## src/rtl/vec_alu_seq.sv

```systemverilog
// Issue/collect sequencer for the lane-parallel vector ALU: reads sources from the VRF,
// runs all lanes until every lane reports done, then OR-merges the lane results into vd.
module vec_alu_seq #(
    parameter int unsigned VLEN     = 128,
    parameter int unsigned NB_LANES = 2,
    parameter int unsigned TIMEOUT  = 1023
) (
    input  logic                            clk,
    input  logic                            resetn,
    input  logic                            cmd_valid,
    output logic                            cmd_ready,
    input  logic [5:0]                      cmd_opcode,
    input  logic [2:0]                      cmd_op_type,
    input  logic [2:0]                      cmd_vsew,
    input  logic [4:0]                      cmd_vd,
    input  logic [4:0]                      cmd_vs1,
    input  logic [4:0]                      cmd_vs2,
    input  logic [63:0]                     cmd_rs1_data,
    input  logic [4:0]                      cmd_imm,
    output logic                            vrf_ren,
    output logic [4:0]                      vrf_raddr,
    input  logic [VLEN-1:0]                 vrf_rdata,
    output logic                            vrf_wen,
    output logic [4:0]                      vrf_waddr,
    output logic [VLEN-1:0]                 vrf_wdata,
    output logic                            lane_run,
    output logic [1:0]                      lane_nb_lanes,
    output logic [5:0]                      lane_opcode,
    output logic [2:0]                      lane_op_type,
    output logic [2:0]                      lane_vsew,
    output logic [VLEN-1:0]                 lane_vs1,
    output logic [VLEN-1:0]                 lane_vs2,
    input  logic [(1<<NB_LANES)-1:0]        lane_done,
    input  logic [VLEN*(1<<NB_LANES)-1:0]   lane_vd,
    output logic                            resp_valid,
    output logic                            err
);

    localparam int unsigned NLANES = 1 << NB_LANES;
    localparam int unsigned CW     = $clog2(TIMEOUT + 1);

    localparam logic [2:0] OPT_VV = 3'b001;
    localparam logic [2:0] OPT_VX = 3'b010;
    localparam logic [2:0] OPT_VI = 3'b100;

    typedef enum logic [2:0] {IDLE, RD_VS2, RD_VS1, EXEC, WB} state_t;

    state_t          state, state_n;
    logic [4:0]      vd_q, vd_n;
    logic [4:0]      vs1_idx_q, vs1_idx_n;
    logic [63:0]     rs1_q, rs1_n;
    logic [4:0]      imm_q, imm_n;
    logic [CW-1:0]   cnt, cnt_n;
    logic [5:0]      opcode_n;
    logic [2:0]      op_type_n, vsew_n;
    logic [VLEN-1:0] vs1_n, vs2_n, wdata_n, merged_c;
    logic            cmd_ready_n, lane_run_n, wen_n, resp_n, err_n;
    logic            cmd_legal_c, all_done_c;

    assign lane_nb_lanes = 2'(NB_LANES);
    assign vrf_waddr     = vd_q;
    assign all_done_c    = &lane_done;

    assign cmd_legal_c = ((cmd_opcode == 6'b000000) || (cmd_opcode == 6'b001001) ||
                          (cmd_opcode == 6'b001010) || (cmd_opcode == 6'b001011)) &&
                         ((cmd_op_type == OPT_VV) || (cmd_op_type == OPT_VX) ||
                          (cmd_op_type == OPT_VI)) &&
                         !cmd_vsew[2];

    // Replicate the low SEW bits of a scalar across the whole vector.
    function automatic logic [VLEN-1:0] splat(input logic [63:0] val, input logic [1:0] sew);
        case (sew)
            2'd0:    splat = {(VLEN/8){val[7:0]}};
            2'd1:    splat = {(VLEN/16){val[15:0]}};
            2'd2:    splat = {(VLEN/32){val[31:0]}};
            default: splat = {(VLEN/64){val}};
        endcase
    endfunction

    // Lanes hold zero outside their own elements, so OR is the merge.
    always_comb begin
        merged_c = '0;
        for (int i = 0; i < NLANES; i++) begin
            merged_c = merged_c | lane_vd[i*VLEN +: VLEN];
        end
    end

    // Next-state and output decode. The read strobe is combinational so data returns in the next state.
    always_comb begin
        state_n     = state;
        vd_n        = vd_q;
        vs1_idx_n   = vs1_idx_q;
        rs1_n       = rs1_q;
        imm_n       = imm_q;
        opcode_n    = lane_opcode;
        op_type_n   = lane_op_type;
        vsew_n      = lane_vsew;
        vs1_n       = lane_vs1;
        vs2_n       = lane_vs2;
        wdata_n     = vrf_wdata;
        cnt_n       = '0;
        wen_n       = 1'b0;
        resp_n      = 1'b0;
        err_n       = 1'b0;
        vrf_ren     = 1'b0;
        vrf_raddr   = '0;

        case (state)
            IDLE: begin
                if (cmd_valid) begin
                    opcode_n  = cmd_opcode;
                    op_type_n = cmd_op_type;
                    vsew_n    = cmd_vsew;
                    vd_n      = cmd_vd;
                    vs1_idx_n = cmd_vs1;
                    rs1_n     = cmd_rs1_data;
                    imm_n     = cmd_imm;
                    if (cmd_legal_c) begin
                        vrf_ren   = resetn;
                        vrf_raddr = cmd_vs2;
                        state_n   = RD_VS2;
                    end else begin
                        err_n = 1'b1;
                    end
                end
            end
            RD_VS2: begin
                vs2_n = vrf_rdata;
                case (lane_op_type)
                    OPT_VV: begin
                        vrf_ren   = 1'b1;
                        vrf_raddr = vs1_idx_q;
                        state_n   = RD_VS1;
                    end
                    OPT_VX: begin
                        vs1_n   = splat(rs1_q, lane_vsew[1:0]);
                        state_n = EXEC;
                    end
                    OPT_VI: begin
                        vs1_n   = splat({{59{imm_q[4]}}, imm_q}, lane_vsew[1:0]);
                        state_n = EXEC;
                    end
                    default: state_n = IDLE;
                endcase
            end
            RD_VS1: begin
                vs1_n   = vrf_rdata;
                state_n = EXEC;
            end
            EXEC: begin
                if (all_done_c) begin
                    wdata_n = merged_c;
                    wen_n   = 1'b1;
                    resp_n  = 1'b1;
                    state_n = WB;
                end else if (cnt == CW'(TIMEOUT - 1)) begin
                    err_n   = 1'b1;
                    state_n = IDLE;
                end else begin
                    cnt_n = cnt + CW'(1);
                end
            end
            WB: begin
                state_n = IDLE;
            end
            default: state_n = IDLE;
        endcase

        cmd_ready_n = (state_n == IDLE);
        lane_run_n  = (state_n == EXEC);
    end

    always_ff @(posedge clk or negedge resetn) begin
        if (!resetn) begin
            state        <= IDLE;
            cmd_ready    <= 1'b1;
            lane_run     <= 1'b0;
            vrf_wen      <= 1'b0;
            resp_valid   <= 1'b0;
            err          <= 1'b0;
            vrf_wdata    <= '0;
            lane_opcode  <= '0;
            lane_op_type <= '0;
            lane_vsew    <= '0;
            lane_vs1     <= '0;
            lane_vs2     <= '0;
            vd_q         <= '0;
            vs1_idx_q    <= '0;
            rs1_q        <= '0;
            imm_q        <= '0;
            cnt          <= '0;
        end else begin
            state        <= state_n;
            cmd_ready    <= cmd_ready_n;
            lane_run     <= lane_run_n;
            vrf_wen      <= wen_n;
            resp_valid   <= resp_n;
            err          <= err_n;
            vrf_wdata    <= wdata_n;
            lane_opcode  <= opcode_n;
            lane_op_type <= op_type_n;
            lane_vsew    <= vsew_n;
            lane_vs1     <= vs1_n;
            lane_vs2     <= vs2_n;
            vd_q         <= vd_n;
            vs1_idx_q    <= vs1_idx_n;
            rs1_q        <= rs1_n;
            imm_q        <= imm_n;
            cnt          <= cnt_n;
        end
    end

endmodule

```

## config.mk

```make
export PLATFORM = sky130hd
export DESIGN_NAME = vec_alu_seq
export DESIGN_NICKNAME = d
export VERILOG_FILES = /design/src/rtl/vec_alu_seq.sv
export SDC_FILE = /design/constraint.sdc
export NUM_CORES = 1
export LEC_CHECK = 0
export CORE_AREA = 8 8 443 445
export CTS_BUF_LIST = sky130_fd_sc_hd__clkbuf_16
export CTS_CLUSTER_SIZE = 14
export DETAILED_ROUTE_END_ITERATION = 6
export DIE_AREA = 0 0 451 453
export SLEW_MARGIN = 25
export SYNTH_ARGS = -nofsm -noshare
export SYNTH_HDL_FRONTEND = slang
export SYNTH_SLANG_ARGS = --single-unit
```

## constraint.sdc

```tcl
create_clock -name clk -period 2.11 [get_ports clk]
set_input_delay 0.422 -clock clk [delete_from_list [all_inputs] [get_ports clk]]
set_output_delay 0.422 -clock clk [all_outputs]
set_load 0.005 [all_outputs]
```

# Yosys cells after proc, flatten, opt, wreduce, memory -nomap -nowiden

Index checks and enable logic that the tools add are counted.

Bits in writable memories: 0
Output and inout bits: 414
Bits in read-only memories: 0
Bits in latches: 0
Logic and storage cells: 83
Memories kept: 0
Register bits after elaboration: 492

Reduce and logical (&&, ||, !) cells: 18
Add/sub/neg operators: 1
Shifts and indexed selects: 0
$lt $le $gt $ge: 0
Multiplexer cells: 28
Eq/ne operators: 17
Divide/modulo/power cells: 0
Multiply operators: 0
Bitwise logic cells: 3

Operator list:

| operator                | number |
|---|---|
| $pmux W128 S2           | 2 |
| $or A128 B128 Y128      | 3 |
| $pmux W128 S3           | 1 |
| $pmux W124 S3           | 1 |
| $mux W10                | 3 |
| $eq A6 B4 Y1 const B    | 3 |
| $eq A3 B2 Y1 const B    | 5 |
| $mux W5                 | 3 |
| $mux W3                 | 4 |
| $pmux W3 S4             | 1 |
| $add A10 B1 Y10 const B | 1 |
| $eq A10 B10 Y1 const B  | 1 |
| $pmux W5 S2             | 1 |
| $eq A3 B1 Y1 const B    | 3 |
| $mux W1                 | 9 |
| $eq A3 B3 Y1 const B    | 2 |
| $logic_not A3 Y1        | 2 |
| $logic_not A6 Y1        | 1 |
| $logic_or A1 B1 Y1      | 5 |
| $reduce_and A5 Y1       | 1 |
| $pmux W1 S2             | 2 |
| $pmux W2 S2             | 1 |
| $reduce_and A2 Y1       | 2 |
| $reduce_and A4 Y1       | 1 |
| 8 further kinds         | 9 |

# Logic depth before layout (Yosys ltp)

Depth after elaboration: 10
Mapped depth: 8
Gate-level depth less buffers: 6

# Least setup slack after synthesis

OpenSTA, ideal clock, no wires.

Path type: input port to output port
Start point: in cmd_opcode[2]
End point: out vrf_ren
Arrival: 1566 ps
Required time: 1688 ps
Cell stages on the path: 3
Setup slack: 122 ps
Path through: or4_1 nor4b_4 a31o_2

Word-level cells in the longest chain between the ends: 9
Elaborated cells on any way between the ends: 12

Ends and longest elaborated chain:

| element                                                 | line | RTL |
|---|---|---|
| start: declaration                                      | 12   | `input logic [5:0] cmd_opcode,` |
| $eq A6 B4 Y1 / $logic_not A6 Y1 (equally long branches) | 64   | `assign cmd_legal_c = ((cmd_opcode == 6'b000000) \|\| (cmd_opcode == 6'b001001) \|\|` |
| $logic_or A1 B1 Y1 (2 in a row)                         | 64   |  |
| $logic_or A1 B1 Y1 (*)                                  | 65   | `(cmd_opcode == 6'b001010) \|\| (cmd_opcode == 6'b001011)) &&` |
| $logic_and A1 B1 Y1 (*)                                 | 65   |  |
| $logic_and A1 B1 Y1 (*)                                 | 67   | `(cmd_op_type == OPT_VI)) &&` |
| $mux W1 (*)                                             | 118  | `if (cmd_legal_c) begin` |
| $mux W1 (*)                                             | 110  | `if (cmd_valid) begin` |
| $pmux W1 S2 (*)                                         | 108  | `case (state)` |
| end: declaration                                        | 20   | `output logic vrf_ren,` |

Every way passes the cells marked *; elsewhere a longest branch is shown, timed or not.

# Final worst setup path

Ends and elaborated chain as after synthesis.

==> impl_metrics.json <==
{
  "power_frac_seq_pct": 28.4,
  "gp_congestion": 0.997,
  "yosysWarnings": 0,
  "post_synth.cell_area_avg_um2": 11.5,
  "worst_pin_slew_ns": 0.901,
  "end_kind": "output pin",
  "ys.flop_type": "dfrtp_1",
  "nets": 3921,
  "wl_met2_um": 112000,
  "drt_pass1_iterations": 7,
  "antenna_left": 0,
  "port_buffers": 1154,
  "crit_path_max_fanout": 8,
  "wl_met3_um": 24400,
  "hold_path.class": "in2async",
  "ys_types": 57,
  "utilization_pct": 21.7,
  "drt_wl_total_um": 237000,
  "status": "finished with violations",
  "top_layer": "met5",
  "htree_levels": 3,
  "setup_viol_count_final": 123,
  "cts.sinks": 492,
  "min_period_ns": 2.75,
  "grt_pass1_vias": 22400,
  "cts_tree": "built",
  "cts_root_buffer": "clkbuf_16",
  "fin_crit_sh_pct": 130,
  "combPwrFrac_pct": 52.4,
  "clk_path_buf_depth": 3,
  "cp.required_ns": 1.69,
  "yosysSeqAreaShare_pct": 58.3,
  "synth_xor_xnor_area_share_pct": 0.497,
  "route.detailed.drc": 0,
  "fmax_ghz": 0.364,
  "dp_cells": 5571,
  "synth-edff-count": 0,
  "synthMuxAreaShare_pct": 13.8,
  "core_um2": 189000,
  "die_x_um": 451,
  "grt-ovfl-total": 0,
  "max_cap_viol_count": 0,
  "async_flop_share_pct": 100,
  "hold_viol_final": 0,
  "grt_usage_pct": 21.9,
  "relSlewSlack_pct": 39.4,
  "ys_ff_latch": 492,
  "switchingPower_uw": 26500,
  "worst_slack_ns": -0.637,
  "ir_drop_mv": 0.657,
  "violations": "setup timing",
  "wl_met1_um": 94000,
  "power.share.clock_pct": 19.2,
  "die_h_um": 453,
  "grt_pass1_wl_um": 284000,
  "io_pins": 1157,
  "dpl-instance-area_um2": 37200,
  "rsz0062_at_grt": "yes",
  "setup-tns-final_ns": -17.35,
  "syn_to_final_growth_pct": 94.1,
  "synthAdderAreaFrac_pct": 0.118,
  "fin_skew_ns": 0.0520,
  "final_layout_size_suffix_gt1_share_pct": 24.9,
  "fillers": 20500,
  "antenna_found_initial": 234,
  "vias": 23200,
  "pwr_density_cell_nw_per_um2": 1540,
  "syn-num-nets": 2590,
  "sw_frac_of_total_pct": 41.8,
  "p_int_uw": 36900,
  "synth_area_um2": 21100,
  "synth_compound_area_share_pct": 8.91,
  "hpwl_um": 210000,
  "clk_latency_ns": 0.68,
  "finalNonFillerCells": 5787,
  "initial_utilization_pct": 11.2,
  "netlist_instances": 1845,
  "clk_pin_slew_ns": 0.06,
  "vias_per_cell": 4.00,
  "fin_area_um2": 41000,
  "cts_made_buffers": 67,
  "drv_slew": 0,
  "p_leak_uw": 0.0165,
  "die_area_um2": 204000,
  "drt-initial-drc-count": 2107,
  "crit_arrival_ns": 2.33,
  "start_kind": "input pin",
  "critPathKind": "in2out",
  "grt_max_degree": 110,
  "synth_top_family_by_area": "simple AND/OR/NAND/NOR gates",
  "synth-simple-area-share_pct": 15.2,
  "rows": 160,
  "wl_per_cell_um": 41.0,
  "power_uw": 63300
}
==> cell type report <==
| class | instances | area (um^2) | share of cell area, % |
|---|---|---|---|
| tap | 2511 | 3140 | 7.66 |
| inverter | 5 | 18.8 | 0.0458 |
| clock inverter | 51 | 534 | 1.30 |
| timing repair buffer | 1393 | 14000 | 34.1 |
| multi-input combinational | 1217 | 9150 | 22.3 |
| clock buffer | 69 | 1730 | 4.21 |
| sequential | 492 | 12300 | 30.1 |
| antenna | 49 | 123 | 0.299 |
==> cells in the mapped netlist (14+ instances only) <==
cell type / number / area [um^2]
nand3_1: 192 / 961
nand2_1: 123 / 462
mux2_2: 230 / 2590
nor4_1: 128 / 801
clkbuf_1: 34 / 128
a221o_1: 22 / 220
o21ai_0: 16 / 80.1
mux2i_1: 23 / 230
a211oi_1: 14 / 105
o211ai_1: 24 / 180
nor2_1: 163 / 612
a21oi_1: 151 / 756
dfrtp_1: 491 / 12300
buf_2: 71 / 355
==> metrics by stage <==
| stage | hold WS [ns] | worst slack (ns) |
|---|---|---|
| detailed placement | 0.325 | -0.688 |
| global route | 0.213 | -0.669 |
| CTS | 0.161 | -0.718 |
| finish | 0.234 | -0.637 |
| floorplan | 0.126 | 0.122 |
| global placement | 0.326 | -0.744 |
==> power groups by stage <==
stage / registers [uW] / clock network, uW / logic [uW]
after detailed placement: 18000 / 0 / 31300
after global placement: 17900 / 0 / 31100
final: 18000 / 12100 / 33200
after floorplan: 17100 / 0 / 10200
after CTS: 17900 / 12400 / 31700
after global routing: 18400 / 12700 / 34800
==> layout by cell type (no fill, tap or decap), drive strengths merged, types with 21 or more instances in the layout <==
master / instances
nor4: 128
dlygate4sd2: 135
buf: 298
nand3: 192
clkbuf: 74
a21oi: 151
mux2: 230
o21ai: 21
clkinv: 26
o211ai: 25
clkdlybuf4s50: 951
nand2: 124
nor2: 164
dfrtp: 491
mux2i: 23
diode: 49
a221o: 22
==> kinds of logic (layout without fill, tap and decap cells) <==
| logic type | after synthesis | after routing |
|---|---|---|
| xor gates and xnor gates | 12 | 12 |
| and+or+nand+nor | 648 | 649 |
| other | 2 | 51 |
| buffers and inverters | 137 | 1518 |
| adders and majority gates | 2 | 2 |
| AOI/OAI and AO/OA | 295 | 295 |
| muxes | 257 | 257 |
| DFF | 492 | 492 |
==> layer usage <==
metal	vias to the layer above	GRT usage (%)
li1	9483	-
met4	92	5.08
met5	-	0
met3	490	9.55
met1	11700	26.2
met2	1436	36.4
==> worst max-delay path: stages <==
cell	delay [ns]
clkdlybuf4s50_1	0.43
or4_4	0.57
nor4b_4	0.41
buf_12	0.22
a31o_4	0.18
buf_12	0.09
==> path summary, 6_finish.rpt <==
check	from	endpoint	slack (ns)	cells past startpoint
hold / removal	resetn	lane_vs1[99]	0.23	2
hold reg to reg	lane_vs1[9]	lane_vs1[9]	0.50	2
max in group asynchronous	resetn	vrf_wdata[18]	0.75	3
min in group clk	vrf_rdata[19]	lane_vs1[19]	0.33	3
setup reg to reg	state[2]	lane_vs1[95]	-0.28	9
setup / recovery	cmd_opcode[2]	vrf_ren	-0.64	6
==> registers in the layout (all words and copies together), names as in the netlist <==
name	count
vs1_idx_q	5
state	3
lane_run	1
imm_q	5
lane_op_type	3
lane_vsew	3
lane_vs1	128
vrf_wdata	128
lane_vs2	128
resp_valid	1
lane_opcode	6
cmd_ready	1
cnt	10
vrf_waddr	5
err	1
rs1_q	64
==> what timing repair did <==
item,CTS,global route
setup endpoints to repair,321,186
resized for setup,236,150
setup buffers,17,31
endpoints found under the hold margin,115,0
hold buffers,1,0
pin swaps,15,47
cloned,5,5
No activity file was read; power rests on OpenSTA's default activity.
